===== src/rtl/pc_sequencer_pkg.sv =====
// Shared types and constants for the pc_sequencer fetch/issue/resolve loop.
// Resolve encodings, FSM states and the default reset PC live here.
package pc_sequencer_pkg;

    localparam int XLEN = 32;
    localparam logic [XLEN-1:0] DEFAULT_RESET_PC = 32'h0000_0000;

    typedef enum logic [1:0] {
        RES_SEQ    = 2'b00,
        RES_BRANCH = 2'b01,
        RES_JUMP   = 2'b10,
        RES_JR     = 2'b11
    } resolve_type_e;

    typedef enum logic [1:0] {
        ST_IDLE,
        ST_FETCH,
        ST_ISSUE,
        ST_RESOLVE
    } state_e;

    function automatic logic [XLEN-1:0] word_align(input logic [XLEN-1:0] addr);
        return {addr[XLEN-1:2], 2'b00};
    endfunction

endpackage


===== src/rtl/pc_target_calc.sv =====
// Combinational next-PC computation: sequential address, control-flow target,
// whether the outcome leaves the sequential path, and jr misalignment.
module pc_target_calc
    import pc_sequencer_pkg::*;
(
    input  logic [XLEN-1:0] instr_pc,
    input  resolve_type_e   resolve_type,
    input  logic [15:0]     branch_off,
    input  logic [25:0]     jump_index,
    input  logic [XLEN-1:0] jr_target,
    output logic [XLEN-1:0] seq_pc,
    output logic [XLEN-1:0] target_pc,
    output logic            taken,
    output logic            misalign
);

    logic [XLEN-1:0] branch_delta;

    // NOTE: every output gets a default before the case so no latch is inferred.
    always_comb begin
        seq_pc       = instr_pc + 32'd4;
        branch_delta = {{14{branch_off[15]}}, branch_off, 2'b00};
        target_pc    = seq_pc;
        taken        = 1'b0;
        misalign     = 1'b0;
        case (resolve_type)
            RES_SEQ: begin
                target_pc = seq_pc;
            end
            RES_BRANCH: begin
                target_pc = seq_pc + branch_delta;
                taken     = 1'b1;
            end
            RES_JUMP: begin
                target_pc = {seq_pc[31:28], jump_index, 2'b00};
                taken     = 1'b1;
            end
            RES_JR: begin
                target_pc = word_align(jr_target);
                taken     = 1'b1;
                misalign  = |jr_target[1:0];
            end
            default: ;
        endcase
    end

endmodule


===== src/rtl/pc_sequencer.sv =====
// Program-counter sequencer: fetch, issue to decode, wait for resolve, repeat.
// Optional branch delay slot behaviour is enabled with SEQ_DELAY_SLOT_EN.
module pc_sequencer
    import pc_sequencer_pkg::*;
#(
    parameter logic [XLEN-1:0] RESET_PC = DEFAULT_RESET_PC
) (
    input  logic            clk,
    input  logic            rst_n,
    output logic            imem_req,
    output logic [XLEN-1:0] imem_addr,
    input  logic            imem_ack,
    input  logic [XLEN-1:0] imem_rdata,
    output logic            instr_valid,
    output logic [XLEN-1:0] instr,
    output logic [XLEN-1:0] instr_pc,
    input  logic            instr_ready,
    input  logic            resolve_valid,
    input  logic [1:0]      resolve_type,
    input  logic [15:0]     branch_off,
    input  logic [25:0]     jump_index,
    input  logic [XLEN-1:0] jr_target,
    output logic            misalign_err
);

    state_e          state;
    logic [XLEN-1:0] pc;
    logic [XLEN-1:0] seq_pc;
    logic [XLEN-1:0] target_pc;
    logic            taken;
    logic            misalign;
    logic [XLEN-1:0] next_pc;

    pc_target_calc u_calc (
        .instr_pc     (instr_pc),
        .resolve_type (resolve_type_e'(resolve_type)),
        .branch_off   (branch_off),
        .jump_index   (jump_index),
        .jr_target    (jr_target),
        .seq_pc       (seq_pc),
        .target_pc    (target_pc),
        .taken        (taken),
        .misalign     (misalign)
    );

`ifdef SEQ_DELAY_SLOT_EN
    logic            pending_valid;
    logic [XLEN-1:0] pending_pc;

    // The slot after a taken outcome always runs sequentially; its own outcome is dropped.
    always_comb begin
        next_pc = pending_valid ? pending_pc : seq_pc;
    end
`else
    always_comb begin
        next_pc = taken ? target_pc : seq_pc;
    end
`endif

    // NOTE: all state uses non-blocking assignments so every register samples pre-edge values.
    always_ff @(posedge clk or negedge rst_n) begin
        if (!rst_n) begin
            state        <= ST_IDLE;
            pc           <= RESET_PC;
            imem_req     <= 1'b0;
            imem_addr    <= RESET_PC;
            instr_valid  <= 1'b0;
            instr        <= '0;
            instr_pc     <= '0;
            misalign_err <= 1'b0;
`ifdef SEQ_DELAY_SLOT_EN
            pending_valid <= 1'b0;
            pending_pc    <= '0;
`endif
        end else begin
            misalign_err <= 1'b0;
            case (state)
                ST_IDLE: begin
                    imem_req  <= 1'b1;
                    imem_addr <= pc;
                    state     <= ST_FETCH;
                end
                ST_FETCH: begin
                    if (imem_ack) begin
                        imem_req    <= 1'b0;
                        instr       <= imem_rdata;
                        instr_pc    <= pc;
                        instr_valid <= 1'b1;
                        state       <= ST_ISSUE;
                    end
                end
                ST_ISSUE: begin
                    if (instr_ready) begin
                        instr_valid <= 1'b0;
                        state       <= ST_RESOLVE;
                    end
                end
                ST_RESOLVE: begin
                    if (resolve_valid) begin
                        pc           <= next_pc;
                        imem_addr    <= next_pc;
                        imem_req     <= 1'b1;
                        misalign_err <= misalign;
                        state        <= ST_FETCH;
`ifdef SEQ_DELAY_SLOT_EN
                        if (pending_valid) begin
                            pending_valid <= 1'b0;
                        end else if (taken) begin
                            pending_valid <= 1'b1;
                            pending_pc    <= target_pc;
                        end
`endif
                    end
                end
                default: state <= ST_IDLE;
            endcase
        end
    end

endmodule

===== config.mk =====
export PLATFORM = sky130hd
export DESIGN_NAME = pc_sequencer
export DESIGN_NICKNAME = d
export VERILOG_FILES = /design/src/rtl/pc_sequencer_pkg.sv /design/src/rtl/pc_target_calc.sv /design/src/rtl/pc_sequencer.sv
export SDC_FILE = /design/constraint.sdc
export NUM_CORES = 1
export LEC_CHECK = 0
export ABC_AREA = 1
export BUFFER_PORTS_ARGS = -buffer_cell sky130_fd_sc_hd__buf_4
export CORE_UTILIZATION = 35
export DETAILED_ROUTE_END_ITERATION = 10
export PLACE_DENSITY = 0.67
export SLEW_MARGIN = 5
export SYNTH_ARGS = -nofsm -noshare
export SYNTH_HDL_FRONTEND = slang
export SYNTH_SLANG_ARGS = --single-unit

===== constraint.sdc =====
create_clock -name clk -period 3.9 [get_ports clk]
set_input_delay 0.39 -clock clk [delete_from_list [all_inputs] [get_ports clk]]
set_output_delay 0.39 -clock clk [all_outputs]
set_load 0.01 [all_outputs]

## After elaboration in Yosys (flattened, before gate mapping)

Cells that the tools add are included.

| word-level totals | value |
|---|---|
| bits in registers | 133 |
| bits of input ports | 113 |
| word-level logic and storage cells | 50 |

| cells by class | value |
|---|---|
| add/subtract/negate cells | 2 |
| reduce and logical (&&, ||, !) cells | 13 |
| equal/unequal tests | 9 |
| multiplexer cells | 18 |

Operators with widths:

| kind | count |
|---|---|
| $pmux 32 s4 | 1 |
| $mux 32 | 2 |
| $pmux 32 s2 | 1 |
| $add 32x3->32 const B | 1 |
| $add 32x32->32 | 1 |
| $reduce_and 3->1 | 3 |
| $eq 2x2->1 const B | 4 |
| $mux 1 | 8 |
| $pmux 2 s4 | 1 |
| $mux 2 | 3 |
| $ne 2x2->1 const B | 3 |
| $reduce_and 2->1 | 3 |
| $eq 2x1->1 const B | 2 |
| $logic_not 2->1 | 2 |
| $reduce_bool 2->1 | 2 |
| $pmux 1 s3 | 1 |
| $reduce_bool 3->1 | 1 |
| $reduce_or 3->1 | 1 |
| $pmux 1 s2 | 1 |
| $reduce_or 2->1 | 1 |

## Longest topological paths before layout

| logic depth | value |
|---|---|
| word-level depth | 6 |
| gate-level depth with buffers | 26 |
| gate-level depth less buffers | 26 |

## By module

A second synthesis with hierarchy kept.

| second synthesis, totals | value |
|---|---|
| cells, all modules | 1451 |
| area total of the unflattened synthesis | 9598.0 µm² |

Modules (own cells, without submodules):

| module | cells each | seq. area each (µm²) | times used | area an instance (µm²) |
|---|---|---|---|---|
| pc_sequencer | 689 | 3328.2 | 1 | 5806.8 |
| pc_target_calc | 762 | 0.0 | 1 | 3791.1 |

## Least setup slack after synthesis

No wires, ideal clock.

| path | value |
|---|---|
| path type | register to register |
| start | reg instr_pc[2] |
| end | reg imem_addr[24] |
| arrival | 2.665 ns |
| clock period less this slack | 2.788 ns |
| slack | 1.112 ns |
| stages on the path, launching flop included | 20 |
| path through | dfrtp_1 -> ha_1 -> nand2_2 -> nor2_4 -> nand2_2 -> nor2_2 -> nand2_1 -> xor2_1 -> clkinv_1 -> ha_1 -> nand2_1 -> nor2_1 -> and2_1 -> nand3_1 -> nand3_1 -> nand2_1 -> nand3_1 -> nand3_1 -> o21ai_0 -> nand2_1 |

| between the ends | value |
|---|---|
| word-level cells in the longest chain between the ends | 6 |

RTL lines:

| element | line | source |
|---|---|---|
| start, declared | pc_sequencer.sv:16 | `output logic [XLEN-1:0] instr_pc,` |
| start signal, assigned | pc_sequencer.sv:87 | `instr_pc <= pc;` |
| $add 32x3->32 (*) | pc_target_calc.sv:21 | `seq_pc = instr_pc + 32'd4;` |
| $add 32x32->32 | pc_target_calc.sv:31 | `target_pc = seq_pc + branch_delta;` |
| $pmux 32 s4 | pc_target_calc.sv:26 | `case (resolve_type)` |
| $mux 32 (*) | pc_sequencer.sv:56 | `next_pc = taken ? target_pc : seq_pc;` |
| $mux 32 (*) | pc_sequencer.sv:99 | `if (resolve_valid) begin` |
| $pmux 32 s2 (*) | pc_sequencer.sv:77 | `case (state)` |
| end signal, assigned | pc_sequencer.sv:80 | `imem_addr <= pc;` |
| end signal, assigned | pc_sequencer.sv:101 | `imem_addr <= next_pc;` |
| end, declared | pc_sequencer.sv:11 | `output logic [XLEN-1:0] imem_addr,` |

Every way passes the cells marked *; elsewhere a longest branch is shown, timed or not. The select of a mux whose other input is x is not followed.
A chain may end at the register's enable or synchronous reset.

## Final worst setup path

| path | value |
|---|---|
| start | reg instr_pc[10] |
| end | reg imem_addr[14] |

The elaborated chain is that of the path after synthesis.

==> results by group <==
Status
  • Status: complete, no violations

Critical path
  • R2R Path Start: instr_pc[10]$_DFFE_PN0P_
  • Critical register-to-register path endpoint: imem_addr[14]$_DFFE_PN0P_
  • Setup crit start kind: flip-flop
  • Slowest cell on the critical path: dfrtp_1
  • Cell breakdown of the critical path: inv_2 > nor3_2 > nand3_1 > nor2_2 > xnor2_1 > clkinv_1 > ha_1 > nand2_1 > nor2_1 > inv_1 > nor2_1 > nand2_1 > nand3_1 > a21oi_1 > o21ai_0 > nand4_1 > o21ai_0 > nand2_1
  • CP Max Fanout: 5
  • Crit end category: flip-flop
  • Worst R2R Path Depth: 18
  • R2R setup slack: 0.22 ns
  • Max incr delay on CP: 0.47 ns
  • CP Data Required Time: 4.19 ns
  • Kind of critical path: reg2reg
  • Critical Path Start: instr_pc[10]$_DFFE_PN0P_
  • Cell mode on critical path: nand2_1
  • Critical Path AT: 3.97 ns

STA
  • Worst-Margin Slew: 1.04 ns
  • Slew Viols, Final: 0
  • Worst slew margin: 30.8%
  • Hold Violations, Final: 0
  • Fmax: 271 MHz
  • Setup violators final: 0
  • Minimum clock period: 3.68 ns
  • Final period util: 94.5%
  • Setup TNS: 0 ns
  • Worst Skew: 0.0170 ns
  • RSZ-0062 raised after global routing: no

Yosys
  • Cell taking the most area after synthesis: dfrtp_1
  • Synth Net Count: 1409
  • Synth area leaders: dfrtp_1 (37%), nand2_1 (16%), inv_1 (6.3%)
  • Synthesized flop and latch total: 133
  • Mapped Cells: 1255
  • Yosys synthesis warning count: 0
  • Main flop type after synthesis: dfrtp_1
  • Synthesized area: 9010 µm²
  • Seq/Total Area, Yosys: 36.9%
  • Syn avg cell area: 7.18 µm²
  • Post-synth EDFFs: 0
  • Netlist cell types: 39
  • Yosys top cell area share: 36.9%
  • Ys async rst share: 100%

CTS
  • Clock Sink Count: 133
  • Clk Tree Root Cell: clkbuf_16
  • TritonCTS clock tree: built
  • Longest Clk Path Bufs: 2
  • Clk_lat worst skew: 0.42 ns
  • Clock-pin slew on the worst setup and hold paths: 0.06 ns
  • Cts bufs inserted: 17
  • H-tree depth: 4
  • Cts hold-fix bufs: 0

Hold path
  • Hold crit path type: in2async

Layout
  • Ant diodes: 0
  • Post-Route Utilization: 46.0%
  • Fillers: 2536
  • Nets: 1613
  • Non-filler cells, final: 1802
  • Layout area overhead: 28.6%
  • Share of layout cells above drive strength 1: 23.6%
  • Post-route cell area: 11600 µm²

Pwr
  • Static Leak: 5.95 nW
  • Peak VDD IR: 441 µV
  • Power per Cell Area: 760 nW/µm²

GRT
  • Largest net degree at the start of global routing: 104
  • GRT Util Overall: 22.8%
  • Grt ovf: 0
  • Initial antenna violation count: 0
  • Vias in the first global route: 8597
  • Global-route wire length before repair: 46400 µm

Die
  • DIE AREA: 26400 µm²
  • Rows: 58
  • Initial Util: 35.8%
  • Core area: 25200 µm²
  • Die height: 162 µm
  • Die X: 162 µm
  • I/O pin total: 212

Detailed routing
  • DRT Wirelength: 29900 µm
  • DRT iter0 DRCs: 700
  • Drc violations: 0
  • Vias post-DR: 9090
  • Vias/cell: 5.04
  • DRT antenna net count: 0
  • Drt wl/cell: 16.6 µm
  • First drt pass iteration count: 5

Placement
  • # port buffers: 211
  • Post-DP HPWL: 23600 µm
  • Post-DP Area: 11000 µm²
  • Dpl cells: 1770
  • Final weighted congestion in routability-driven placement: 1.00

Flow run
  • Number of max-cap violations: 0
[state kept, by name, indices dropped and copies added (netlist names)]
signal        flops
pc               32
imem_req          1
imem_addr        32
instr            32
misalign_err      1
state             2
instr_pc         32
instr_valid       1
[worst max-delay path, delay by kind of cell, from the launching register on]
family | cells | cell delay, ns
compound gates | 3 | 0.48
xor+xnor | 1 | 0.19
fa+ha+maj | 1 | 0.42
buf+inv | 3 | 0.33
flops | 1 | 0.47
simple gates | 10 | 1.69
[worst max path at each step]
stage	end	slack, ns	cells after the start
2_1_floorplan	imem_addr[24]$_DFFE_PN0P_	1.11	19
3_3_place_gp	imem_addr[14]$_DFFE_PN0P_	0.16	18
3_5_place_dp	imem_addr[14]$_DFFE_PN0P_	0.22	18
4_1_cts	imem_addr[14]$_DFFE_PN0P_	0.18	18
5_1_grt	imem_addr[21]$_DFFE_PN0P_	0.02	17
6_report	imem_addr[14]$_DFFE_PN0P_	0.22	18
[routing by layer]
layer	global-route usage (%)	vias to the layer above	wire length (µm)
li1	-	4467	-
met1	30.7	4266	13200
met2	36.3	304	13600
met3	4.48	53	2170
met4	7.98	0	978
met5	0	-	0
[where the power goes]
group | total (mW) | internal [mW] | leakage, nW | switching (mW)
Clock | 1.63 | 0.977 | 0.290 | 0.652
Sequential | 2.51 | 2.01 | 1.65 | 0.502
Combinational | 4.65 | 1.85 | 4.01 | 2.80
Total | 8.80 | 4.84 | 5.95 | 3.96
[cell usage after synthesis (all sizes together), types with 3 or more instances]
| cell | number |
|---|---|
| nand2 | 405 |
| inv | 159 |
| dfrtp | 133 |
| o21ai | 107 |
| nor2 | 84 |
| nand3 | 78 |
| a21oi | 62 |
| ha | 40 |
| mux2 | 35 |
| nand4 | 30 |
| clkbuf | 22 |
| buf | 17 |
| a22o | 14 |
| nor3 | 14 |
| xor2 | 13 |
| or2 | 8 |
| xnor2 | 8 |
| nand3b | 7 |
| o21bai | 7 |
| and2 | 3 |
| clkinv | 3 |
[timing repair]
item,4_1_cts,5_1_grt
resized for setup,0,3
buffers inserted,0,0
setup endpoints to repair,0,6
[final cells by class]
type | count | area (µm²) | area share, %
multi-input combinational | 921 | 4940 | 42.7
sequential | 133 | 3330 | 28.8
timing repair buffer | 224 | 1690 | 14.6
inverter | 162 | 608 | 5.25
clock buffer | 18 | 439 | 3.79
tap | 330 | 413 | 3.57
clock inverter | 14 | 165 | 1.43
[placed cells by master, fill, tap and decap left out, types with 8 or more instances in the layout]
master and instances:
nor2_2 9, nor3_1 8, xor2_1 12, dfrtp_1 132, inv_1 152, a21oi_1 61
clkbuf_16 17, buf_4 223, or2_2 8, nand3_1 75, mux2_2 35, a22o_1 14
ha_1 40, nand2_1 391, o21ai_0 91, o21ai_1 14, nand4_1 30, nor2_1 72
nand2_2 13
[logic make-up after synthesis]
logic type	Yosys count	synth area share, %
AO/OA/AOI/OAI	195	11.9
XOR/XNOR	21	2.21
multiplexers	35	4.38
AND/OR/NAND/NOR	629	30.2
buffers and inverters	201	8.56
flip-flops	133	36.9
adder cells (fa/ha/maj)	41	5.78
[through the flow]
step / total power, mW / setup slack, ns / hold slack (ns)
2_1_floorplan: 5.25 / 1.11 / 0.0944
3_3_place_gp: 7.07 / 0.158 / 0.466
3_5_place_dp: 7.14 / 0.217 / 0.467
4_1_cts: 8.82 / 0.184 / 0.139
5_1_grt: 9.49 / 0.0208 / 0.179
6_report: 8.80 / 0.216 / 0.0874
(Power assumes the default switching activity.)
